===== src/rtl/tank_game_pkg.sv =====
// Shared tank-game types and screen geometry.
// Used by the turn controller, the bullet datapath and the tank modules.
package tank_game_pkg;

  typedef enum logic [2:0] {
    AIM       = 3'd0,
    LAUNCH    = 3'd1,
    FLIGHT    = 3'd2,
    RESOLVE   = 3'd3,
    COOLDOWN  = 3'd4,
    GAME_OVER = 3'd5
  } turn_state_t;

  localparam logic [9:0] X_MAX       = 10'd639;
  localparam logic [9:0] Y_MAX       = 10'd479;
  localparam logic [9:0] BULLET_SIZE = 10'd3;
  localparam logic [9:0] TANK_W      = 10'd40;
  localparam logic [9:0] TANK_H      = 10'd30;

endpackage


===== src/rtl/bullet_hit_check.sv =====
// Combinational bullet tests: opponent hitbox overlap and screen-edge contact.
// All sums are 11 bits wide so a corner near the screen edge cannot wrap.
module bullet_hit_check
  import tank_game_pkg::*;
(
  input  logic [9:0] i_bullet_x,
  input  logic [9:0] i_bullet_y,
  input  logic [9:0] i_opp_x,
  input  logic [9:0] i_opp_y,
  output logic       o_hit,
  output logic       o_oob
);

  logic [10:0] w_bx;
  logic [10:0] w_by;
  logic [10:0] w_ox;
  logic [10:0] w_oy;
  logic [10:0] w_size;

  assign w_bx   = {1'b0, i_bullet_x};
  assign w_by   = {1'b0, i_bullet_y};
  assign w_ox   = {1'b0, i_opp_x};
  assign w_oy   = {1'b0, i_opp_y};
  assign w_size = {1'b0, BULLET_SIZE};

  assign o_hit = (w_bx >= w_ox) && (w_bx < w_ox + {1'b0, TANK_W}) &&
                 (w_by >= w_oy) && (w_by < w_oy + {1'b0, TANK_H});

  assign o_oob = (w_by + w_size >= {1'b0, Y_MAX}) || (w_by <= w_size) ||
                 (w_bx + w_size >= {1'b0, X_MAX}) || (w_bx <= w_size);

endmodule


===== src/rtl/shot_turn_controller.sv =====
// Turn sequencer for the shared bullet: launch on the active tank's fire edge,
// track flight, resolve hit/miss/timeout, update hit points and pass the turn.
module shot_turn_controller
  import tank_game_pkg::*;
#(
  parameter int HP_INIT         = 5,
  parameter int ARM_FRAMES      = 2,
  parameter int FLIGHT_TIMEOUT  = 255,
  parameter int COOLDOWN_FRAMES = 30
) (
  input  logic       frame_clk,
  input  logic       Reset,
  input  logic [1:0] fire_key,
  input  logic [9:0] BulletX,
  input  logic [9:0] BulletY,
  input  logic [9:0] Tank0X,
  input  logic [9:0] Tank0Y,
  input  logic [9:0] Tank1X,
  input  logic [9:0] Tank1Y,
  output logic       shoot,
  output logic [1:0] currentTank,
  output logic       hit_pulse,
  output logic [2:0] hp0,
  output logic [2:0] hp1,
  output logic [1:0] winner,
  output logic [2:0] state_dbg
);

  localparam logic [7:0] ARM_LAST = 8'(ARM_FRAMES - 1);
  localparam logic [7:0] FLT_LAST = 8'(FLIGHT_TIMEOUT);
  localparam logic [7:0] CD_LAST  = 8'(COOLDOWN_FRAMES - 1);
  localparam logic [2:0] HP_RST   = 3'(HP_INIT);

  turn_state_t r_state;
  logic [7:0]  r_cnt;
  logic [1:0]  r_fire_prev;
  logic        r_cur;
  logic        r_shoot;
  logic        r_hit_flag;
  logic        r_hit_pulse;
  logic [2:0]  r_hp0;
  logic [2:0]  r_hp1;
  logic [1:0]  r_winner;

  logic [9:0]  w_opp_x;
  logic [9:0]  w_opp_y;
  logic        w_hit;
  logic        w_oob;
  logic        w_fire_rise;

  assign w_opp_x     = r_cur ? Tank0X : Tank1X;
  assign w_opp_y     = r_cur ? Tank0Y : Tank1Y;
  assign w_fire_rise = fire_key[r_cur] & ~r_fire_prev[r_cur];

  bullet_hit_check u_hit_check (
    .i_bullet_x (BulletX),
    .i_bullet_y (BulletY),
    .i_opp_x    (w_opp_x),
    .i_opp_y    (w_opp_y),
    .o_hit      (w_hit),
    .o_oob      (w_oob)
  );

  always_ff @(posedge frame_clk or posedge Reset) begin
    if (Reset) begin
      r_state     <= AIM;
      r_cnt       <= 8'd0;
      r_fire_prev <= 2'b11;
      r_cur       <= 1'b0;
      r_shoot     <= 1'b0;
      r_hit_flag  <= 1'b0;
      r_hit_pulse <= 1'b0;
      r_hp0       <= HP_RST;
      r_hp1       <= HP_RST;
      r_winner    <= 2'd0;
    end else begin
      r_fire_prev <= fire_key;
      r_hit_pulse <= 1'b0;
      case (r_state)
        AIM: begin
          if (w_fire_rise) begin
            r_state <= LAUNCH;
            r_cnt   <= 8'd0;
            r_shoot <= 1'b1;
          end
        end
        // Bullet is still at the muzzle here, so hit/oob are not consulted.
        LAUNCH: begin
          if (r_cnt == ARM_LAST) begin
            r_state <= FLIGHT;
            r_cnt   <= 8'd0;
          end else begin
            r_cnt <= r_cnt + 8'd1;
          end
        end
        // shoot drops on the landing edge so the datapath cannot relaunch.
        FLIGHT: begin
          if (w_hit) begin
            r_state     <= RESOLVE;
            r_hit_flag  <= 1'b1;
            r_hit_pulse <= 1'b1;
            r_shoot     <= 1'b0;
          end else if (w_oob || r_cnt == FLT_LAST) begin
            r_state    <= RESOLVE;
            r_hit_flag <= 1'b0;
            r_shoot    <= 1'b0;
          end else begin
            r_cnt <= r_cnt + 8'd1;
          end
        end
        RESOLVE: begin
          if (r_hit_flag) begin
            if (r_cur) r_hp0 <= (r_hp0 != 3'd0) ? r_hp0 - 3'd1 : 3'd0;
            else       r_hp1 <= (r_hp1 != 3'd0) ? r_hp1 - 3'd1 : 3'd0;
          end
          r_state <= COOLDOWN;
          r_cnt   <= 8'd0;
        end
        COOLDOWN: begin
          if (r_cnt == CD_LAST) begin
            if (r_hp0 == 3'd0 || r_hp1 == 3'd0) begin
              r_state  <= GAME_OVER;
              r_winner <= (r_hp0 != 3'd0) ? 2'd1 : 2'd2;
            end else begin
              r_state <= AIM;
              r_cur   <= ~r_cur;
            end
          end else begin
            r_cnt <= r_cnt + 8'd1;
          end
        end
        GAME_OVER: r_state <= GAME_OVER;
        default:   r_state <= AIM;
      endcase
    end
  end

  assign shoot       = r_shoot;
  assign currentTank = {1'b0, r_cur};
  assign hit_pulse   = r_hit_pulse;
  assign hp0         = r_hp0;
  assign hp1         = r_hp1;
  assign winner      = r_winner;
  assign state_dbg   = r_state;

endmodule


===== config.mk =====
export PLATFORM = sky130hd
export DESIGN_NAME = shot_turn_controller
export DESIGN_NICKNAME = d
export VERILOG_FILES = /design/src/rtl/tank_game_pkg.sv /design/src/rtl/bullet_hit_check.sv /design/src/rtl/shot_turn_controller.sv
export SDC_FILE = /design/constraint.sdc
export NUM_CORES = 1
export LEC_CHECK = 0
export ABC_AREA = 1
export CAP_MARGIN = 20
export CELL_PAD_IN_SITES_DETAIL_PLACEMENT = 1
export CELL_PAD_IN_SITES_GLOBAL_PLACEMENT = 2
export CORE_MARGIN = 2
export CORE_UTILIZATION = 27
export DETAILED_ROUTE_END_ITERATION = 8
export PLACE_DENSITY_LB_ADDON = 0.2
export SYNTH_ARGS = -nofsm -noshare
export SYNTH_HDL_FRONTEND = slang
export SYNTH_HIERARCHICAL = 1
export SYNTH_SLANG_ARGS = --single-unit

===== constraint.sdc =====
create_clock -name frame_clk -period 3.59 [get_ports frame_clk]
set_input_delay 0.718 -clock frame_clk [delete_from_list [all_inputs] [get_ports frame_clk]]
set_output_delay 0.718 -clock frame_clk [all_outputs]
set_load 0.05 [all_outputs]

## Yosys cells after proc, flatten, opt, wreduce, memory -nomap -nowiden

Index checks and enable logic that the tools add are counted.

- Output and inout port bits: 15
- Logic and storage cells: 98
- Memories: 0
- Memory bits (read-only): 0
- Bits in latches: 0
- Bits of input ports: 64
- Register bits after elaboration: 25
- Memory bits (writable): 0

- Reductions and logical operators: 24
- Shifts and indexed selects: 0
- Div/mod/pow operators: 0
- Multiplexer cells: 29
- Multiply operators: 0
- Order comparisons: 9
- Equality and inequality tests: 15
- $add $sub $neg: 7
- Bitwise operators: 4

Operator list:

| operator | count |
|---|---|
| two-way mux 8 bit | 5 |
| one-hot mux 8 bit (5 select lines) | 1 |
| two-way mux 3 bit | 8 |
| adder 10 x 2 -> 11 bit, second input constant | 2 |
| less-than comparator 10 x 11 -> 1 bit | 2 |
| greater-or-equal comparator 10 bit | 2 |
| <= comparator 10 x 2 -> 1 bit, second input constant | 2 |
| two-way mux 10 bit | 2 |
| one-hot mux 3 bit (6 select lines) | 1 |
| AND reduction 3 bit | 5 |
| != test 2 bit, second input constant | 6 |
| adder 10 x 5 -> 11 bit, second input constant | 1 |
| adder 10 x 6 -> 11 bit, second input constant | 1 |
| greater-or-equal comparator 11 x 10 -> 1 bit, second input constant | 1 |
| greater-or-equal comparator 11 x 9 -> 1 bit, second input constant | 1 |
| two-way mux 1 bit | 10 |
| logical NOT 3 bit | 3 |
| adder 8 x 1 -> 8 bit, second input constant | 1 |
| equality test 8 x 1 -> 1 bit, second input constant | 1 |
| equality test 8 x 5 -> 1 bit, second input constant | 1 |
| equality test 8 bit, second input constant | 1 |
| equality test 3 x 2 -> 1 bit, second input constant | 2 |
| equality test 3 bit, second input constant | 2 |
| nonzero test 3 bit | 2 |
| 15 further kinds | 25 |

## Logic depth before layout (Yosys ltp)

Gate-level depths: netlist (run 1).

- Depth after elaboration: 9
- Gate-level depth with buffers: 24
- Gate-level depth less buffers: 23

## By module

The synthesis (run 1) kept the hierarchy.

Modules (own cells, without submodules):

| module | instances | seq. area each (um^2) | area an instance (um^2) | cells an instance |
|---|---|---|---|---|
| shot_turn_controller | 1 | 633.1 | 1722.9 | 261 |
| bullet_hit_check | 1 | 0.0 | 1641.6 | 273 |

## Worst setup path after synthesis (run 1)

Ideal clock, no wire load.

- Path kind: reg2reg
- Start point: reg r_cur
- End point: reg r_cnt[2]
- Data arrival time: 2810 ps
- Clock period less this slack: 2875 ps
- Cell stages (with the launch flop): 25
- Required time: 3525 ps
- Setup time: 65 ps
- Path slack: 715 ps
- Buffers on the path: 1
- Cell sequence: dfrtp_1 > inv_2 > clkbuf_1 > nand2_1 > nand2_1 > inv_1 > ha_1 > nand3_1 > nand3_1 > xor2_1 > ha_1 > nand2_1 > inv_1 > nand3_1 > inv_1 > nand3_1 > nand3_1 > nor2_1 > nor2_1 > nand2_1 > nand2_1 > inv_2 > nor2_4 > nand2_1 > nand2_1

- Elaborated cells on any way between the ends: 20
- Those cells by class: add/sub (2); order compare (4); eq/ne (2); mux (6); bitwise (2); reduce/logical (4)

RTL lines:

| element | line | source |
|---|---|---|
| start: declaration | shot_turn_controller.sv:37 | `logic r_cur;` |
| start signal: assignment | shot_turn_controller.sv:126 | `r_cur <= ~r_cur;` |
| two-way mux 10 bit * | shot_turn_controller.sv:52 | `assign w_opp_y = r_cur ? Tank0Y : Tank1Y;` |
| net w_opp_y[1] | shot_turn_controller.sv:46 | `logic [9:0] w_opp_y;` |
| adder 10 x 5 -> 11 bit or greater-or-equal comparator 10 bit (tied branches) | bullet_hit_check.sv:27 | `(w_by >= w_oy) && (w_by < w_oy + {1'b0, TANK_H});` |
| less-than comparator 10 x 11 -> 1 bit or logical AND 1 bit (tied branches) | bullet_hit_check.sv:27, bullet_hit_check.sv:26 |  |
| logical AND 1 bit * | bullet_hit_check.sv:27 |  |
| net w_hit | shot_turn_controller.sv:47 | `logic w_hit;` |
| != test 2 bit (no source line) * | - |  |
| AND reduction 5 bit (no source line) * | - |  |
| end signal: assignment | shot_turn_controller.sv:93 | `r_cnt <= r_cnt + 8'd1;` |
| end signal: assignment | shot_turn_controller.sv:108 | `r_cnt <= r_cnt + 8'd1;` |
| end signal: assignment | shot_turn_controller.sv:129 | `r_cnt <= r_cnt + 8'd1;` |
| end: declaration | shot_turn_controller.sv:35 | `logic [7:0] r_cnt;` |

Mark *: on every way through the listed nets, which the timed path passes. The rest lies on a longest branch. The select of a mux whose other input is x is not followed.
A chain may end at the register's enable or synchronous reset.

## Final worst setup path (run 1)

- Start point: in Tank1X[3]
- End point: reg r_cnt[1]

- Longest elaborated chain between the ends: 8
- Elaborated cells on any way between the ends: 9
- Those cells by class: add/sub (1); order compare (2); eq/ne (1); mux (1); reduce/logical (4)

Ends and longest elaborated chain:

| element | line | source |
|---|---|---|
| start: declaration | shot_turn_controller.sv:18 | `input logic [9:0] Tank1X,` |
| two-way mux 10 bit * | shot_turn_controller.sv:51 | `assign w_opp_x = r_cur ? Tank0X : Tank1X;` |
| net w_opp_x[3] | shot_turn_controller.sv:45 | `logic [9:0] w_opp_x;` |
| adder 10 x 6 -> 11 bit | bullet_hit_check.sv:26 | `assign o_hit = (w_bx >= w_ox) && (w_bx < w_ox + {1'b0, TANK_W}) &&` |
| less-than comparator 10 x 11 -> 1 bit | bullet_hit_check.sv:26 |  |
| logical AND 1 bit * (2 in series) | bullet_hit_check.sv:26 |  |
| logical AND 1 bit * | bullet_hit_check.sv:27 |  |
| net w_hit | shot_turn_controller.sv:47 |  |
| != test 2 bit (no source line) * | - |  |
| AND reduction 5 bit (no source line) * | - |  |

Mark *: on every way through the listed nets, which the timed path passes. The rest lies on a longest branch.

==> impl_metrics.toml, run 1 <==
[grt]
grt_usage = 0.1514
antenna_found_initial = 0
grt_pass1_vias = 3580
grt_max_degree = 26
overflow = 0
grt_pass1_wl_um = 16620

[detailed_routing]
met2_wirelength_um = 4884
dr_total_vias = 3502
drc = 0
drtIter0Drc = 59
maxUsedRoutingLayer = "met4"
firstDrtPassIters = 4
wl_met3_um = 393
m1WireLength_um = 4703
wl_per_cell_um = 12.84
antenna_left = 0
wirelength_um = 10010
vias_per_cell = 4.490

[clocking]
cts.path.max_buffers = 2
postCtsHoldBufs = 0
cts_tree = "yes"
cts.repair.resized = 0
path_clk_slew_ns = 0.06
root_buffer = "clkbuf_16"
clock_sinks = 25
cts_max_level = 1
post_cts_buffers = 0
clk_latency_ns = 0.26
numCtsBuffers = 3

[worst_setup_path]
worst_r2r_path_depth = 23
end_kind = "flip-flop"
cp_max_fo = 8
critPathRequiredTime_ns = 3.79
start_kind = "primary input"
crit_type = "primary input to flip-flop"
cp.arrival_ns = 3.48

[sta]
period_needed_ns = 3.286
maxSlewViolCount = 0
rsz0062_at_grt = "no"
finalHoldViolCount = 0
clock.fmax_ghz = 0.3043
post-route-period-util = 0.9152
skew_ns = 0.002440
tightest_slew_ns = 0.5126
finalSetupViolations = 0
relSlewSlack = 0.6579

[place]
portBuffers = 77
placed_cells = 775
detailedPlacementHpwl_um = 8592
place_congestion = 0.8068
post_dp_cell_area_um2 = 4330

[synth]
synth_fp_nets = 644
syn-mean-instance-area_um2 = 6.301
ys_types = 34
syn_area_um2 = 3364
yosysSeqAreaShare = 0.1882
synth-seq-cells = 25
netlist_instances = 534
ys.warnings.count = 6

[power_and_ir_drop]
leakage_nw = 2.226
peakVddDrop_mv = 0.1286
p_per_area_nw_per_um2 = 185.9

[flow_run]
drv_cap = 0

[final_layout]
fillerInstances = 1604
fin_cells = 780
layout_commonest_cell = "nand2_1"
drive_above_1_share = 0.09477
fin_nets = 723
diodes = 0
final_cell_mix = "180 x nand2_1, 77 x clkdlybuf4s50_1, 61 x inv_1"
area_growth_syn_to_layout_pct = 32.61
fin_area_um2 = 4462

[outcome]
outcome = "completed"

[hold_path]
min_path_type = "flip-flop to flip-flop"
whs_path_depth = 2

[die]
design.core.area_um2 = 12110
fp.dieW_um = 115.6
die_area_um2 = 13370
row_count = 40
start_util = 0.2778
io_pins = 79
dieHeight_um = 115.6
-- power by group --
part / switching, mW / internal, mW / leakage, nW
Clock: 0.0957 / 0.152 / 0.0382
Sequential: 0.000184 / 0.284 / 0.312
Combinational: 0.153 / 0.145 / 1.88
Total: 0.249 / 0.581 / 2.23
-- stage by stage --
step | power, mW | hold WS, ns | utilization | setup slack, ns | setup TNS [ns]
finish | 0.8295 | 0.4842 | 0.3684 | 0.3043 | 0
global route | 0.8973 | 0.5091 | 0.3684 | 0.02212 | 0
CTS | 0.8394 | 0.4920 | 0.3641 | 0.1914 | 0
detailed placement | 0.5853 | 0.4798 | 0.3575 | -0.05315 | -0.3158
global placement | 0.5775 | 0.4706 | 0.3575 | 0.06982 | 0
floorplan | 0.4548 | 0.4744 | - | 0.7153 | 0
-- routing by layer --
layer / GRT usage / vias up
li1: - / 1843
met1: 0.1941 / 1586
met2: 0.2756 / 68
met3: 0.02458 / 5
met4: 0.01746 / 0
met5: 0 / -
-- final cells by class --
type	count	area [um2]	area share
Sequential cell	25	633.1	0.1419
Timing Repair Buffer	80	813.3	0.1823
Multi-Input combinational cell	427	2441	0.5471
Tap cell	168	210.2	0.04711
Clock buffer	4	78.83	0.01767
Inverter	76	285.3	0.06394
-- sequential cells by signal, summed over array words and instances (netlist names) --
name	count
winner	2
hp0	3
r_cur	1
hp1	3
state_dbg	3
r_fire_prev	2
hit_pulse	1
r_cnt	8
shoot	1
r_hit_flag	1
-- path summary, 6_finish.rpt --
kind | start | end | slack [ns]
min in group asynchronous | Reset | winner[0] | 0.79
max | Tank1X[3] | r_cnt[1] | 0.30
max reg2reg | r_cur | r_cnt[1] | 0.45
min reg2reg | hp1[2] | hp1[2] | 0.48
min | hp1[2] | hp1[2] | 0.48
max in group asynchronous | Reset | r_fire_prev[1] | 2.27
-- critical path, cell delays in order --
cell             delay, ns
clkdlybuf4s50_1       0.40
nand2_1               0.06
nand2_1               0.09
ha_1                  0.23
o21ai_0               0.32
nor3_1                0.10
xor2_1                0.16
ha_1                  0.30
nand3_1               0.10
nor2_1                0.10
nor2_1                0.05
nand3_1               0.06
nor2_1                0.06
nor2_1                0.15
nand2_1               0.09
nand2_2               0.11
inv_2                 0.07
nor2_4                0.17
nand2_1               0.08
nand2_1               0.07
-- synthesized netlist by cell type, drive strengths merged --
cell,number,area [um2]
o21a,2,15.01
nor3,9,76.33
nor2,60,267.8
clkbuf,4,15.01
ha,46,575.6
dfrtp,19,475.5
dfstp,6,157.7
nand3,45,250.2
clkinv,1,3.750
inv,75,281.5
o21ai,16,91.34
nand4,6,37.54
nand2,186,710.7
xor2,15,131.4
nand3b,6,45.04
xnor2,4,35.03
a21oi,22,110.1
o21bai,1,7.510
o211ai,1,7.510
buf,2,15.01
a21o,4,30.03
conb,1,3.750
a21boi,1,7.510
nor3b,1,7.510
o22ai,1,6.260
-- kinds of logic after synthesis --
| kind of cell | count (synthesis) | share of synthesized area |
|---|---|---|
| and+or+nand+nor | 313 | 0.4147 |
| buffers and inverters | 82 | 0.09371 |
| other | 1 | 0.001115 |
| DFF | 25 | 0.1882 |
| AOI/OAI and AO/OA | 48 | 0.08182 |
| adders and majority gates | 46 | 0.1711 |
| xor gates and xnor gates | 19 | 0.04946 |
No activity file was read; power rests on OpenSTA's default activity.
==> run 2: changes to the inputs <==
--- a/config.mk
+++ b/config.mk
@@ -5,14 +5,15 @@
 export SDC_FILE = /design/constraint.sdc
 export NUM_CORES = 1
 export LEC_CHECK = 0
-export ABC_AREA = 1
+export ABC_AREA = 0
 export CAP_MARGIN = 20
 export CELL_PAD_IN_SITES_DETAIL_PLACEMENT = 1
 export CELL_PAD_IN_SITES_GLOBAL_PLACEMENT = 2
 export CORE_MARGIN = 2
-export CORE_UTILIZATION = 27
+export CORE_UTILIZATION = 29
 export DETAILED_ROUTE_END_ITERATION = 8
 export PLACE_DENSITY_LB_ADDON = 0.2
+export SLEW_MARGIN = 20
 export SYNTH_ARGS = -nofsm -noshare
 export SYNTH_HDL_FRONTEND = slang
 export SYNTH_HIERARCHICAL = 1
==> run 2 against run 1 <==
The flow now finishes with violations (setup timing); combinational power up 140%; sequential cell count is the same; die area is 15% lower; fmax fell by 13%; via count is 9.3% lower; sequential power is 31% higher; largest cell class unchanged.
==> impl_metrics.toml, run 2 <==
[outcome]
outcome = "complete, but fails checks"
violations = "setup timing"

[die]
design.core.area_um2 = 10230
die_area_um2 = 11300
fp.dieW_um = 106.3
dieHeight_um = 106.3
row_count = 37
io_pins = 79
start_util = 0.2967

[worst_setup_path]
r2r_setup_slack_ns = -0.18
end_kind = "flip-flop"
cp_max_fo = 4
worst_r2r_path_depth = 18
cp_cell_sequence = "clkdlybuf4s50_1 > mux2_2 > inv_1 > nor3_4 > xnor2_2 > ha_1 > nand3_1 > or3_4 > a21oi_2 > o22ai_1 > nor4bb_4 > a211o_1 > a221o_1 > buf_6 > o21ai_4 > o41ai_4"
start_kind = "primary input"
r2r_end = "r_cnt[7]"
cpPeakStageDelay_ns = 0.40
rr_startpoint = "r_cur"
critPathRequiredTime_ns = 3.75
crit_type = "primary input to flip-flop"
crit_slowest_cell = "clkdlybuf4s50_1"
cp.arrival_ns = 3.95
critPathCapture = "r_cnt[7]"
crit_start = "Tank1Y[6]"

[place]
place_congestion = 0.7809
portBuffers = 77
placed_cells = 618
detailedPlacementHpwl_um = 7925
pre_cts_slack_ns = -0.7633
post_dp_cell_area_um2 = 4444

[final_layout]
area_growth_syn_to_layout_pct = 59.32
fin_cells = 637
fillerInstances = 1173
fin_nets = 612
fin_area_um2 = 4836
final_cell_mix = "72 x buf_4, 68 x clkdlybuf4s50_1, 43 x ha_1"
diodes = 0
top_register = "r_cnt"
final_core_util = 0.4727
largest_reg_flops = 8
layout_commonest_cell = "buf_4"
drive_above_1_share = 0.3253

[detailed_routing]
drtIter0Drc = 61
wl_per_cell_um = 15.14
firstDrtPassIters = 4
antenna_left = 0
dr_total_vias = 3176
drc = 0
vias_per_cell = 4.986
wirelength_um = 9645

[sta]
clock.fmax_ghz = 0.2638
finalSetupViolations = 8
rsz0062_at_grt = "yes"
relSlewSlack = 0.3593
whs_ns = 0.4899
setup_slack_ns = -0.2005
finalHoldViolCount = 0
post-route-period-util = 1.056
maxSlewViolCount = 0
period_needed_ns = 3.790
skew_ns = 0.003941
tightest_slew_ns = 0.9551

[grt]
grt_pass1_vias = 3493
grt_pass1_wl_um = 16640
antenna_found_initial = 0
grt_max_degree = 26
grt_usage = 0.1780
overflow = 0

[synth]
ys_types = 61
netlist_top_cells_area = "ha_1 19%, dfrtp_1 16%, mux2_2 8.2%"
netlist_instances = 353
synth_top_area_share = 0.1896
synth_common_cells = "46 x ha_1, 33 x inv_1, 23 x nand2_1, 23 x nor2_1, 22 x mux2_2"
synth-main-ff-cell = "dfrtp_1"
async_flop_share = 1.000
yosysTopAreaCell = "ha_1"
syn_area_um2 = 3035
yosysMostFrequentCell = "ha_1"
synth_fp_nets = 463
synth-edff-count = 0
ys.warnings.count = 6
syn-mean-instance-area_um2 = 8.599
synth-seq-cells = 25
yosysSeqAreaShare = 0.2086

[clocking]
cts_tree = "yes"
path_clk_slew_ns = 0.10
clock_sinks = 25
cts.path.max_buffers = 2
clk_latency_ns = 0.27
numCtsBuffers = 3
root_buffer = "clkbuf_8"
cts_max_level = 1

[power_and_ir_drop]
peakVddDrop_mv = 0.4543
leakage_nw = 2.160
p_per_area_nw_per_um2 = 262.6

[flow_run]
drv_cap = 0

[hold_path]
min_path_type = "flip-flop to flip-flop"
[run 2: cell count changes after synthesis, sizes merged, moves of 5 or more]
cell,previous run,this run
nand2,186,24
inv,75,33
nand3,45,7
nor2,60,23
mux2,0,23
xor2,15,2
nand2b,0,11
xnor2,4,13
nand3b,6,1
nor4,0,5
[run 2: final cells by class]
cell class,instances,area (um2),share of cell area
multi-input cells,285,2486,0.5141
clock inverters,1,7.507,0.001552
repair buffers,154,1369,0.2831
flip-flops and latches,25,633.1,0.1309
clock buffers,3,41.29,0.008538
inverters,33,128.9,0.02665
well taps,136,170.2,0.03519
[run 2: routing by layer]
| metal | GRT usage | vias to the layer above | routed length, um |
|---|---|---|---|
| li1 | - | 1595 | - |
| met1 | 0.2279 | 1542 | 4438 |
| met2 | 0.3333 | 35 | 4958 |
| met3 | 0.01165 | 4 | 204 |
| met4 | 0.02444 | 0 | 43 |
| met5 | 0 | - | 0 |
[run 2: critical path: cells and delay by family]
family	cells	cell delay, ns
AOI/OAI and AO/OA	6	1.10
buffers and inverters	3	0.74
and+or+nand+nor	4	0.66
adders and majority gates	1	0.30
muxes	1	0.29
xor gates and xnor gates	1	0.13
[run 2: stage by stage]
stage / power [mW] / setup TNS [ns]
final: 1.270 / -1.511
after global routing: 1.368 / -2.721
after CTS: 1.233 / -1.239
after detailed placement: 0.9584 / -6.793
after global placement: 0.9448 / -5.818
after floorplan: 0.7059 / -0.6314
[run 2: report_power, final]
part | switching [mW] | internal [mW]
clock network | 0.0979 | 0.0788
registers | 0.0583 | 0.312
logic | 0.354 | 0.369
[run 2: how the worst min path moves through the flow]
stage | slack (ns) | to | startpoint | cells past startpoint
2_1_floorplan | 0.47 | r_cnt[7] | r_cnt[7] | 1
3_3_place_gp | 0.47 | hp1[2] | hp1[2] | 1
3_5_place_dp | 0.48 | hp1[2] | hp1[2] | 1
4_1_cts | 0.50 | hp1[2] | hp1[2] | 1
5_1_grt | 0.51 | hp1[2] | hp1[2] | 1
6_report | 0.49 | hp1[2] | hp1[2] | 1
[run 2: cells by family after synthesis]
group / share of synthesized area
xor gates and xnor gates: 0.04328
and+or+nand+nor: 0.2003
other: 0.001235
AOI/OAI and AO/OA: 0.2065
DFF: 0.2086
muxes: 0.08986
adders and majority gates: 0.1896
buffers and inverters: 0.06059
[run 2: repair_timing]
item / in CTS / in global routing
gates cloned: 0 / 0
resized for setup: 48 / 27
hold buffers: 0 / 0
setup buffers: 14 / 3
pin swaps: 23 / 22
endpoints found under the setup margin: 11 / 11
==> run 3: changes to the inputs <==
--- a/config.mk
+++ b/config.mk
@@ -11,8 +11,9 @@
 export CELL_PAD_IN_SITES_GLOBAL_PLACEMENT = 2
 export CORE_MARGIN = 2
 export CORE_UTILIZATION = 29
+export CTS_CLUSTER_SIZE = 12
 export DETAILED_ROUTE_END_ITERATION = 8
-export PLACE_DENSITY_LB_ADDON = 0.2
+export PLACE_DENSITY = 0.86
 export SLEW_MARGIN = 20
 export SYNTH_ARGS = -nofsm -noshare
 export SYNTH_HDL_FRONTEND = slang
==> run 3 against run 2 <==
The run still ends with setup timing left; power rose by 1.1%; register-to-register slack got worse by 0.12 ns; first-iteration DRC count rose by 21%; clock power barely moved; combinational power rose by 2%; cell count rose by 1.3%; count of clock-buffer cells in the layout did not move; final area fell by 0.13%; critical path depth rose by 2; non-clock buffer count rose by 8; critical path type unchanged; critical endpoint is now r_cnt[4].
==> impl_metrics.toml, run 3 (synthesis results as in run 2) <==
[worst_setup_path]
r2r_setup_slack_ns = -0.30
critPathRequiredTime_ns = 3.75
r2r_end = "r_cnt[4]"
cp.arrival_ns = 4.07
crit_type = "primary input to flip-flop"
critPathCapture = "r_cnt[4]"
worst_r2r_path_depth = 18
cp_max_fo = 5
rr_startpoint = "r_cur"
crit_start = "Tank0Y[2]"
end_kind = "flip-flop"
start_kind = "primary input"

[sta]
period_needed_ns = 3.912
tightest_slew_ns = 0.5477
skew_ns = 0.005840
tns_ns = -2.305
setup_slack_ns = -0.3222
maxSlewViolCount = 0
rsz0062_at_grt = "yes"
whs_ns = 0.4878
finalSetupViolations = 8
finalHoldViolCount = 0
post-route-period-util = 1.090
relSlewSlack = 0.6337
clock.fmax_ghz = 0.2556

[hold_path]
min_path_type = "flip-flop to flip-flop"

[die]
row_count = 37
fp.dieW_um = 106.3
io_pins = 79
design.core.area_um2 = 10230
start_util = 0.2967
dieHeight_um = 106.3
die_area_um2 = 11300

[clocking]
cts.path.max_buffers = 2
root_buffer = "clkbuf_8"
cts_tree = "yes"
cts_max_level = 1
postCtsHoldBufs = 0
clk_latency_ns = 0.27
path_clk_slew_ns = 0.09
clock_sinks = 25
numCtsBuffers = 3

[place]
detailedPlacementHpwl_um = 8134
post_dp_cell_area_um2 = 4447
portBuffers = 77
pre_cts_slack_ns = -0.7879
place_congestion = 0.8524
placed_cells = 620

[final_layout]
drive_above_1_share = 0.3301
fin_area_um2 = 4830
diodes = 0
top_register = "r_cnt"
fin_cells = 645
layout_commonest_cell = "buf_4"
final_cell_mix = "80 x buf_4, 69 x clkdlybuf4s50_1, 44 x ha_1"
final_core_util = 0.4721
area_growth_syn_to_layout_pct = 59.11
largest_reg_flops = 8
fin_nets = 620

[detailed_routing]
dr_total_vias = 3266
firstDrtPassIters = 4
vias_per_cell = 5.064
wirelength_um = 10640
drc = 0
antenna_left = 0
wl_per_cell_um = 16.49
drtIter0Drc = 74

[grt]
grt_max_degree = 26
grt_pass1_vias = 3661
grt_usage = 0.1879
grt_pass1_wl_um = 17310
antenna_found_initial = 0
overflow = 0

[power_and_ir_drop]
p_per_area_nw_per_um2 = 265.8
peakVddDrop_mv = 0.3031
leakage_nw = 2.186
total_power_mw = 1.284

[outcome]
violations = "setup timing"
outcome = "complete, but fails checks"

[flow_run]
drv_cap = 0
-- run 3: repair_timing --
item | in CTS | in global routing
resized for setup | 46 | 19
cloned | 0 | 0
endpoints found under the setup margin | 11 | 10
hold endpoints to repair | 0 | 0
pin swaps | 19 | 16
setup buffers | 16 | 5
-- run 3: where the power goes --
| group | total (mW) | leakage, nW | internal (mW) | switching [mW] |
|---|---|---|---|---|
| Clock | 0.174 | 0.0255 | 0.0779 | 0.0958 |
| Combinational | 0.740 | 1.84 | 0.373 | 0.367 |
| Sequential | 0.370 | 0.316 | 0.312 | 0.0578 |
| Total | 1.28 | 2.19 | 0.763 | 0.521 |
-- run 3: area by class of cell --
class                   instances  area [um2]
clock buffers                   3       41.29
clock inverters                 1       5.005
fillers                      1191        5401
inverters                      33       128.9
multi-input cells             285        2440
flip-flops and latches         25       633.1
well taps                     136       170.2
repair buffers                162        1411
-- run 3: routing by layer --
metal | track usage | vias to the layer above | part of all wire
met5 | 0 | - | 0
met4 | 0.03947 | 0 | 0.016
met3 | 0.01594 | 12 | 0.022
met2 | 0.3800 | 39 | 0.55
met1 | 0.2099 | 1606 | 0.41
li1 | - | 1609 | -
-- run 3: critical path, cell delays in order --
cell and delay [ns]:
clkdlybuf4s15_1 0.16, mux2_4 0.30, inv_4 0.08, ha_4 0.14
and3_4 0.21, nor2_2 0.05, xnor2_1 0.13, ha_1 0.33
nand2_2 0.07, or3_4 0.37, a21oi_2 0.13, o22ai_2 0.11
nor4bb_4 0.16, a211o_1 0.28, a221o_1 0.40, buf_4 0.17
o21ai_1 0.18, o21ai_2 0.08
-- run 3: how the worst min path moves through the flow --
stage,startpoint,to,slack [ns],depth (start not counted)
after floorplan,r_cnt[7],r_cnt[7],0.47,1
after detailed placement,hp1[2],hp1[2],0.48,1
after CTS,hp1[2],hp1[2],0.49,1
final,hp1[2],hp1[2],0.49,1
after global routing,hp1[2],hp1[2],0.50,1
after global placement,hp1[2],hp1[2],0.48,1
